### config.mk
export PLATFORM = sky130hd
export DESIGN_NAME = seq_eval_controller
export DESIGN_NICKNAME = d
export VERILOG_FILES = /design/src/rtl/seq_eval_pkg.sv /design/src/rtl/seq_eval_lfsr.sv /design/src/rtl/seq_eval_controller.sv
export SDC_FILE = /design/constraint.sdc
export NUM_CORES = 1
export LEC_CHECK = 0
export CORE_AREA = 2 2 97 99
export DETAILED_ROUTE_END_ITERATION = 12
export DIE_AREA = 0 0 99 101
export PLACE_DENSITY = 0.54
export SETUP_SLACK_MARGIN = 0.02
export SYNTH_ARGS = -nofsm -noshare
export SYNTH_HDL_FRONTEND = slang
export SYNTH_SLANG_ARGS = --single-unit
### constraint.sdc
create_clock -name clk -period 2.5 [get_ports clk]
set_input_delay 0.5 -clock clk [delete_from_list [all_inputs] [get_ports clk]]
set_output_delay 0.5 -clock clk [all_outputs]
set_load 0.01 [all_outputs]
### src/rtl/seq_eval_pkg.sv
// Shared types and constants for the sequence-detector evaluation controller.
package seq_eval_pkg;

    typedef enum logic [2:0] {
        IDLE,
        RESET_DUT,
        DRIVE,
        DRAIN,
        DONE
    } seq_eval_state_t;

    localparam logic [15:0] LFSR_TAPS         = 16'hB400;
    localparam logic [15:0] LFSR_SEED_DEFAULT = 16'hACE1;

    // Fibonacci step: shift left, feedback from bits 15, 13, 12, 10.
    function automatic logic [15:0] lfsr_step(input logic [15:0] s);
        return {s[14:0], ^(s & LFSR_TAPS)};
    endfunction

endpackage

### src/rtl/seq_eval_lfsr.sv
// 16-bit Fibonacci LFSR stimulus source; load has priority over enable, one step per enabled cycle.
// Exposes only the MSB, which is the next stimulus bit; no backpressure.
module seq_eval_lfsr
    import seq_eval_pkg::*;
(
    input  logic        clk,
    input  logic        rst,
    input  logic        load,
    input  logic [15:0] load_val,
    input  logic        en,
    output logic        msb
);

    logic [15:0] state;

    always_ff @(posedge clk or posedge rst) begin
        if (rst) begin
            state <= LFSR_SEED_DEFAULT;
        end else if (load) begin
            state <= load_val;
        end else if (en) begin
            state <= lfsr_step(state);
        end
    end

    assign msb = state[15];

endmodule

### src/rtl/seq_eval_controller.sv
// Resets a detector DUT, drives an LFSR stream into it and scores it against a golden detector;
// start-to-done is RST_CYCLES+STREAM_LEN+2 cycles, no backpressure. SEQ_EVAL_OVERLAP_EN selects overlapping golden detection.
module seq_eval_controller
    import seq_eval_pkg::*;
#(
    parameter logic [7:0] PATTERN     = 8'b0000_1101,
    parameter int         PATTERN_LEN = 4,
    parameter int         STREAM_LEN  = 64,
    parameter int         RST_CYCLES  = 2,
    parameter int         CW          = $clog2(STREAM_LEN + 1)
) (
    input  logic          clk,
    input  logic          rst,
    input  logic          start,
    input  logic          abort,
    input  logic [15:0]   seed,
    output logic          dut_rst,
    output logic          dut_i,
    input  logic          dut_out,
    output logic          busy,
    output logic          done,
    output logic [CW-1:0] match_count,
    output logic [CW-1:0] mismatch_count,
    output logic [CW-1:0] first_fail
);

    localparam int             RCW        = (RST_CYCLES > 1) ? $clog2(RST_CYCLES) : 1;
    localparam logic [RCW-1:0] RST_LAST   = RCW'(RST_CYCLES - 1);
    localparam logic [CW-1:0]  STREAM_END = CW'(STREAM_LEN);
    localparam logic [8:0]     PMASK_W    = (9'd1 << PATTERN_LEN) - 9'd1;
    localparam logic [7:0]     PMASK      = PMASK_W[7:0];

    seq_eval_state_t state;
    logic [RCW-1:0]  rst_cnt;
    logic [CW-1:0]   drv_idx;
    logic [6:0]      hist;
    logic            exp_bit;
    logic            exp_vld;

    logic            start_acc;
    logic            lfsr_en;
    logic [15:0]     lfsr_seed;
    logic            lfsr_msb;
    logic [7:0]      hist_shift;
    logic            gold_hit;
    logic [6:0]      hist_next;
    logic            do_cmp;
    logic [CW-1:0]   cmp_idx;

    seq_eval_lfsr u_lfsr (
        .clk      (clk),
        .rst      (rst),
        .load     (start_acc),
        .load_val (lfsr_seed),
        .en       (lfsr_en),
        .msb      (lfsr_msb)
    );

    always_comb begin
        start_acc = (state == IDLE) && start && !abort;
        lfsr_seed = (seed == 16'h0000) ? LFSR_SEED_DEFAULT : seed;
        lfsr_en   = 1'b0;
        if (!abort) begin
            if ((state == RESET_DUT) && (rst_cnt == RST_LAST)) begin
                lfsr_en = 1'b1;
            end
            if ((state == DRIVE) && (drv_idx != STREAM_END)) begin
                lfsr_en = 1'b1;
            end
        end
    end

    // Golden detector sees dut_i on the same edge the DUT samples it.
    always_comb begin
        hist_shift = {hist, dut_i};
        gold_hit   = ((hist_shift ^ PATTERN) & PMASK) == 8'h00;
`ifdef SEQ_EVAL_OVERLAP_EN
        hist_next  = hist_shift[6:0];
`else
        hist_next  = gold_hit ? 7'h00 : hist_shift[6:0];
`endif
    end

    // Compare slot: expected bit was registered one cycle earlier; abort edges never score.
    always_comb begin
        do_cmp  = !abort && exp_vld && ((state == DRIVE) || (state == DRAIN));
        cmp_idx = match_count + mismatch_count;
    end

    always_ff @(posedge clk or posedge rst) begin
        if (rst) begin
            state   <= IDLE;
            busy    <= 1'b0;
            done    <= 1'b0;
            dut_rst <= 1'b1;
            dut_i   <= 1'b0;
            rst_cnt <= '0;
            drv_idx <= '0;
            hist    <= '0;
            exp_bit <= 1'b0;
            exp_vld <= 1'b0;
        end else begin
            done <= 1'b0;
            case (state)
                IDLE: begin
                    if (start_acc) begin
                        state   <= RESET_DUT;
                        busy    <= 1'b1;
                        rst_cnt <= '0;
                        drv_idx <= '0;
                        hist    <= '0;
                        exp_vld <= 1'b0;
                    end
                end
                RESET_DUT: begin
                    if (abort) begin
                        state   <= IDLE;
                        busy    <= 1'b0;
                        dut_rst <= 1'b1;
                        dut_i   <= 1'b0;
                    end else if (rst_cnt == RST_LAST) begin
                        state   <= DRIVE;
                        dut_rst <= 1'b0;
                        dut_i   <= lfsr_msb;
                        drv_idx <= CW'(1);
                    end else begin
                        rst_cnt <= rst_cnt + RCW'(1);
                    end
                end
                DRIVE: begin
                    if (abort) begin
                        state   <= IDLE;
                        busy    <= 1'b0;
                        dut_rst <= 1'b1;
                        dut_i   <= 1'b0;
                        exp_vld <= 1'b0;
                    end else begin
                        hist    <= hist_next;
                        exp_bit <= gold_hit;
                        exp_vld <= 1'b1;
                        if (drv_idx == STREAM_END) begin
                            state <= DRAIN;
                            dut_i <= 1'b0;
                        end else begin
                            dut_i   <= lfsr_msb;
                            drv_idx <= drv_idx + CW'(1);
                        end
                    end
                end
                DRAIN: begin
                    exp_vld <= 1'b0;
                    if (abort) begin
                        state   <= IDLE;
                        busy    <= 1'b0;
                        dut_rst <= 1'b1;
                    end else begin
                        state <= DONE;
                        done  <= 1'b1;
                    end
                end
                DONE: begin
                    state   <= IDLE;
                    busy    <= 1'b0;
                    dut_rst <= 1'b1;
                    dut_i   <= 1'b0;
                end
                default: begin
                    state   <= IDLE;
                    busy    <= 1'b0;
                    dut_rst <= 1'b1;
                    dut_i   <= 1'b0;
                end
            endcase
        end
    end

    always_ff @(posedge clk or posedge rst) begin
        if (rst) begin
            match_count    <= '0;
            mismatch_count <= '0;
            first_fail     <= '1;
        end else if (start_acc) begin
            match_count    <= '0;
            mismatch_count <= '0;
            first_fail     <= '1;
        end else if (do_cmp) begin
            if (dut_out == exp_bit) begin
                match_count <= match_count + CW'(1);
            end else begin
                mismatch_count <= mismatch_count + CW'(1);
                if (first_fail == '1) begin
                    first_fail <= cmp_idx;
                end
            end
        end
    end

endmodule

## Word-level counts from Yosys, hierarchy flattened

Cells that the tools add are included.

- Bits in registers: 57
- Input bits: 21
- Output and inout port bits: 25
- Word-level logic and storage cells: 126

- Add/subtract/negate cells: 5
- Eq/ne operators: 17
- Muxes and demuxes: 51
- Bitwise gates (word level): 4
- Reductions and logical operators: 35

Operator list:

| operator | count |
|---|---|
| two-way mux 7 bit | 15 |
| two-way mux 16 bit | 3 |
| two-way mux 3 bit | 8 |
| adder 7 x 1 -> 7 bit, second input constant | 3 |
| case mux 7 bit (3 select lines) | 1 |
| two-way mux 1 bit | 17 |
| logical NOT 16 bit | 1 |
| parity 16 bit | 1 |
| AND reduction 3 bit | 5 |
| equality test 7 bit, second input constant | 2 |
| != test 2 bit, second input constant | 6 |
| case mux 3 bit (4 select lines) | 1 |
| AND reduction 2 bit | 6 |
| nonzero test 2 bit | 6 |
| case mux 1 bit (3 select lines) | 3 |
| logical NOT 8 bit | 1 |
| adder 7 bit | 1 |
| != test 7 bit, second input constant | 1 |
| equality test 3 x 2 -> 1 bit, second input constant | 2 |
| logical AND 1 bit | 6 |
| case mux 3 bit (2 select lines) | 1 |
| AND reduction 6 bit | 1 |
| nonzero test 3 bit | 2 |
| != test 2 x 1 -> 1 bit, second input constant | 2 |
| other kinds (13) | 17 |

## Longest topological paths before layout

- Word-level depth: 7
- Gate-level depth with buffers: 8

## By module

A second synthesis with hierarchy kept.

- Cell total of the unflattened synthesis: 339
- Area total of the unflattened synthesis: 3170.5 µm²

Modules (own cells, without submodules):

| module | times used | cells an instance | area each (µm²) | sequential area each (µm²) |
|---|---|---|---|---|
| seq_eval_controller | 1 | 265 | 2376.0 | 1036.0 |
| seq_eval_lfsr | 1 | 74 | 794.5 | 410.4 |

## Worst setup path after synthesis

OpenSTA, ideal clock, no wires.

- Kind: input-to-reg
- Start point: input abort
- End point: register drv_idx[4]
- Library setup time: 0.066 ns
- Arrival: 2.054 ns
- Required time: 2.434 ns
- Setup slack: 0.380 ns
- Stages on the path: 7
- Cells stage by stage: buf_6 -> or4b_4 -> buf_6 -> a21oi_4 -> nor3_2 -> or4_1 -> nand2_1

- Cells in the longest elaborated chain, start to end: 4
- Elaborated cells on any way between the ends: 6
- Classes of those cells: eq/ne (3); reduce/logical (3)

Ends and longest elaborated chain:

| element | line | text |
|---|---|---|
| start: declaration | seq_eval_controller.sv:15 | `input logic abort,` |
| logical NOT 1 bit | seq_eval_controller.sv:60 | `start_acc = (state == IDLE) && start && !abort;` |
| logical AND 1 bit | seq_eval_controller.sv:60 |  |
| != test 2 bit (no source line) | - |  |
| AND reduction 6 bit (no source line) (*) | - |  |
| end signal: assignment | seq_eval_controller.sv:146 | `drv_idx <= drv_idx + CW'(1);` |
| end: declaration | seq_eval_controller.sv:35 | `logic [CW-1:0] drv_idx;` |

Mark *: on every way between the ends. The rest lies on a longest branch, timed or not.
A chain may end at the register's enable or synchronous reset.

## Worst setup path in the final report

Ends and elaborated chain as after synthesis.

==> flow_summary.ini <==
[timing]
min_period_ns = 2.115
period_share_pct = 84.60
fmax_mhz = 472.8
final_max_slew_viol_count = 0
fin_skew_ns = 0.01082
hold_viol = 0
fin_worst_hold_slack_ns = 0.4758
rsz0062_at_grt = no
tightest_slew_ns = 0.4908
maxSlewHeadroom_pct = 67.20
setup_viol = 0

[worst_setup_path]
critical_path_required_ns = 2.76
cp.arrival_ns = 2.38
critPathLaunch = abort
path_class = input port to register
start_kind = input port
timing.rr.start = mismatch_count[0]$_DFFE_PP0P_
crit_fanout = 5
endpoint_kind = register

[global_route]
grt_pass1_vias = 2477
track_usage_pct = 15.09
grt_pass1_wl_mm = 12.07
antenna_found_initial = 0
overflow = 0
grt_max_degree = 58

[logic_synthesis]
synth_fp_nets = 345
synth.distinct_cells = 47
ys_seq_elements = 57
synth_cells = 313
synth-seq-area-share_pct = 47.40
postSynthAreaPerCell_um2 = 9.750
synthFlopType = dfrtp_1
synth-edff-count = 0
async_reset_ff_share_pct = 100.0
yosys_warnings = 0
syn_area_um2 = 3052

[pwr]
pwr-share-comb_pct = 25.9
ir_worst_vdd_uv = 284.9
p_leak_nw = 1.780
switchingPower_w = 0.0009375
powerDensity_nw_per_um2 = 794.0
p_int_w = 0.002199
sequentialPowerShare_pct = 42.6
sw_frac_of_total_pct = 29.89
pwr-share-clk_pct = 31.5

[clock_network]
cts_buffers = 9
postCtsSetupBuffers = 0
root_buffer = clkbuf_8
cts.sinks = 57
clkLatencyLatePin_ns = 0.33
tritoncts = done
path_clk_slew_ns = 0.06
cts_buffer_depth = 2
h-tree-depth = 3

[final_layout]
fin_cells = 490
finish.instance_area_um2 = 3950
antenna_cells = 0
drive_above_1_share_pct = 15.30
nNetsFinal = 406
final_common_cell = clkdlybuf4s50_1
layout_common_cells = 45 x clkdlybuf4s50_1, 41 x dfrtp_1, 36 x nor2_1, 29 x nand2_1, 23 x o21ai_0
area_growth_syn_to_layout_pct = 29.44

[hold_path]
hp-start = drv_idx[6]$_DFFE_PP0P_
min-delay-path-class = register to register

[floorplan]
die-height_um = 101
pin_count = 46
std_cell_rows = 35
fp.coreArea_um2 = 8977
die_area_um2 = 9999
fp.dieW_um = 99
initial_utilization_pct = 33.99

[drt]
wl_met3_um = 215
vias_per_cell = 5.022
drtAntennaViolNets = 0
vias = 2461
dr_wl_met2_mm = 3.421
drt-met1-wl_mm = 3.452
routedWlPerCell_um = 14.52
dr.pass1.iters = 4
drtIter0Drc = 69
drc = 0
drt-total-wl_mm = 7.117
top_layer = met4

[placed_design]
dp_hpwl_mm = 5.170
port_buffers = 45
dp.cells = 474
dpl_cell_area_um2 = 3716
gp_congestion = 0.8609

[outcome]
status = finished clean

[run]
max_cap_viol_count = 0
-- kinds of logic (layout without fill, tap and decap cells) --
logic type	Yosys count	in the layout	synth area share (%)
compound gates	73	73	15.33
mux	13	13	4.264
xor+xnor	21	21	6.027
flops	57	57	47.40
buf+inv	23	89	3.485
simple gates	115	115	18.74
fa+ha+maj	11	11	4.756
-- cell type report --
| cell class | count | area [µm²] |
|---|---|---|
| Fill cell | 891 | 5027 |
| Timing Repair Buffer | 62 | 590.6 |
| Sequential cell | 57 | 1446 |
| Clock inverter | 5 | 77.57 |
| Inverter | 11 | 41.29 |
| Multi-Input combinational cell | 233 | 1504 |
| Tap cell | 111 | 138.9 |
| Clock buffer | 11 | 151.4 |
-- cells in the mapped netlist (3+ instances only) --
cell type / count / share of area, %
dfstp_2: 16 / 14
o21ai_0: 23 / 3.8
a21oi_1: 17 / 2.8
o22a_1: 4 / 1.1
dfrtp_1: 41 / 34
nor2_1: 36 / 4.4
or2_2: 3 / 0.62
clkbuf_1: 7 / 0.86
nand4_1: 12 / 2.5
nand2_1: 29 / 3.6
a2bb2oi_1: 5 / 1.4
xnor2_1: 8 / 2.3
mux2i_1: 13 / 4.3
a31oi_1: 3 / 0.62
o22ai_1: 5 / 1.0
nor4_1: 4 / 0.82
nand3_1: 7 / 1.1
and3_1: 9 / 1.8
xor2_1: 13 / 3.7
inv_1: 11 / 1.4
ha_1: 10 / 4.1
nor2b_1: 6 / 1.2
-- through the flow --
stage,utilization (%),TNS (ns),power [W],setup WS (ns)
floorplan,-,0,0.001867,0.3796
global placement,41.39,-0.2083,0.002161,-0.04798
detailed placement,41.39,-0.5319,0.002168,-0.1156
CTS,43.94,0,0.003176,0.1332
global route,44.00,0,0.003349,0.2681
finish,44.00,0,0.003136,0.3849
-- critical path, cell delays in order --
cell             delay, ns
clkdlybuf4s50_1       0.49
or4b_4                0.54
a21oi_4               0.18
nor3_2                0.07
or4_1                 0.51
nand2_1               0.08
-- state kept, by name (all words and copies together) (netlist names) --
name	count
busy	1
done	1
drv_idx	7
dut_i	1
dut_rst	1
exp_bit	1
exp_vld	1
first_fail	7
hist	3
match_count	7
mismatch_count	7
rst_cnt	1
state	3
u_lfsr.state	16
-- path summary, 6_finish.rpt --
check | end | slack, ns | depth (start not counted)
max in group asynchronous | dut_rst$_DFFE_PP1P_ | 1.64 | 3
min in group asynchronous | u_lfsr.state[1]$_DFFE_PP0P_ | 0.55 | 3
worst max-delay path | drv_idx[4]$_DFFE_PP0P_ | 0.38 | 6
worst max register to register | first_fail[6]$_DFFE_PP1P_ | 0.45 | 8
worst min register to register | drv_idx[6]$_DFFE_PP0P_ | 0.48 | 1
worst min-delay path | drv_idx[6]$_DFFE_PP0P_ | 0.48 | 1
-- repair_timing --
action | in CTS | in global routing
gates resized for setup | 0 | 1
endpoints found under the setup margin | 0 | 5
hold buffers | 0 | 0
-- power groups by stage --
stage | clock network, W | registers (W) | logic, W
6_report | 0.000989 | 0.00134 | 0.000812
5_1_grt | 0.00106 | 0.00137 | 0.000921
4_1_cts | 0.00102 | 0.00133 | 0.000821
3_5_place_dp | 0 | 0.00135 | 0.000819
3_3_place_gp | 0 | 0.00135 | 0.000810
2_1_floorplan | 0 | 0.00131 | 0.000556
-- metal layers --
layer,GRT usage [%],up-vias
li1,-,1244
met1,19.49,1175
met2,24.84,40
met3,4.716,2
met4,3.583,0
met5,0,-
No activity file was read; power rests on OpenSTA's default activity.
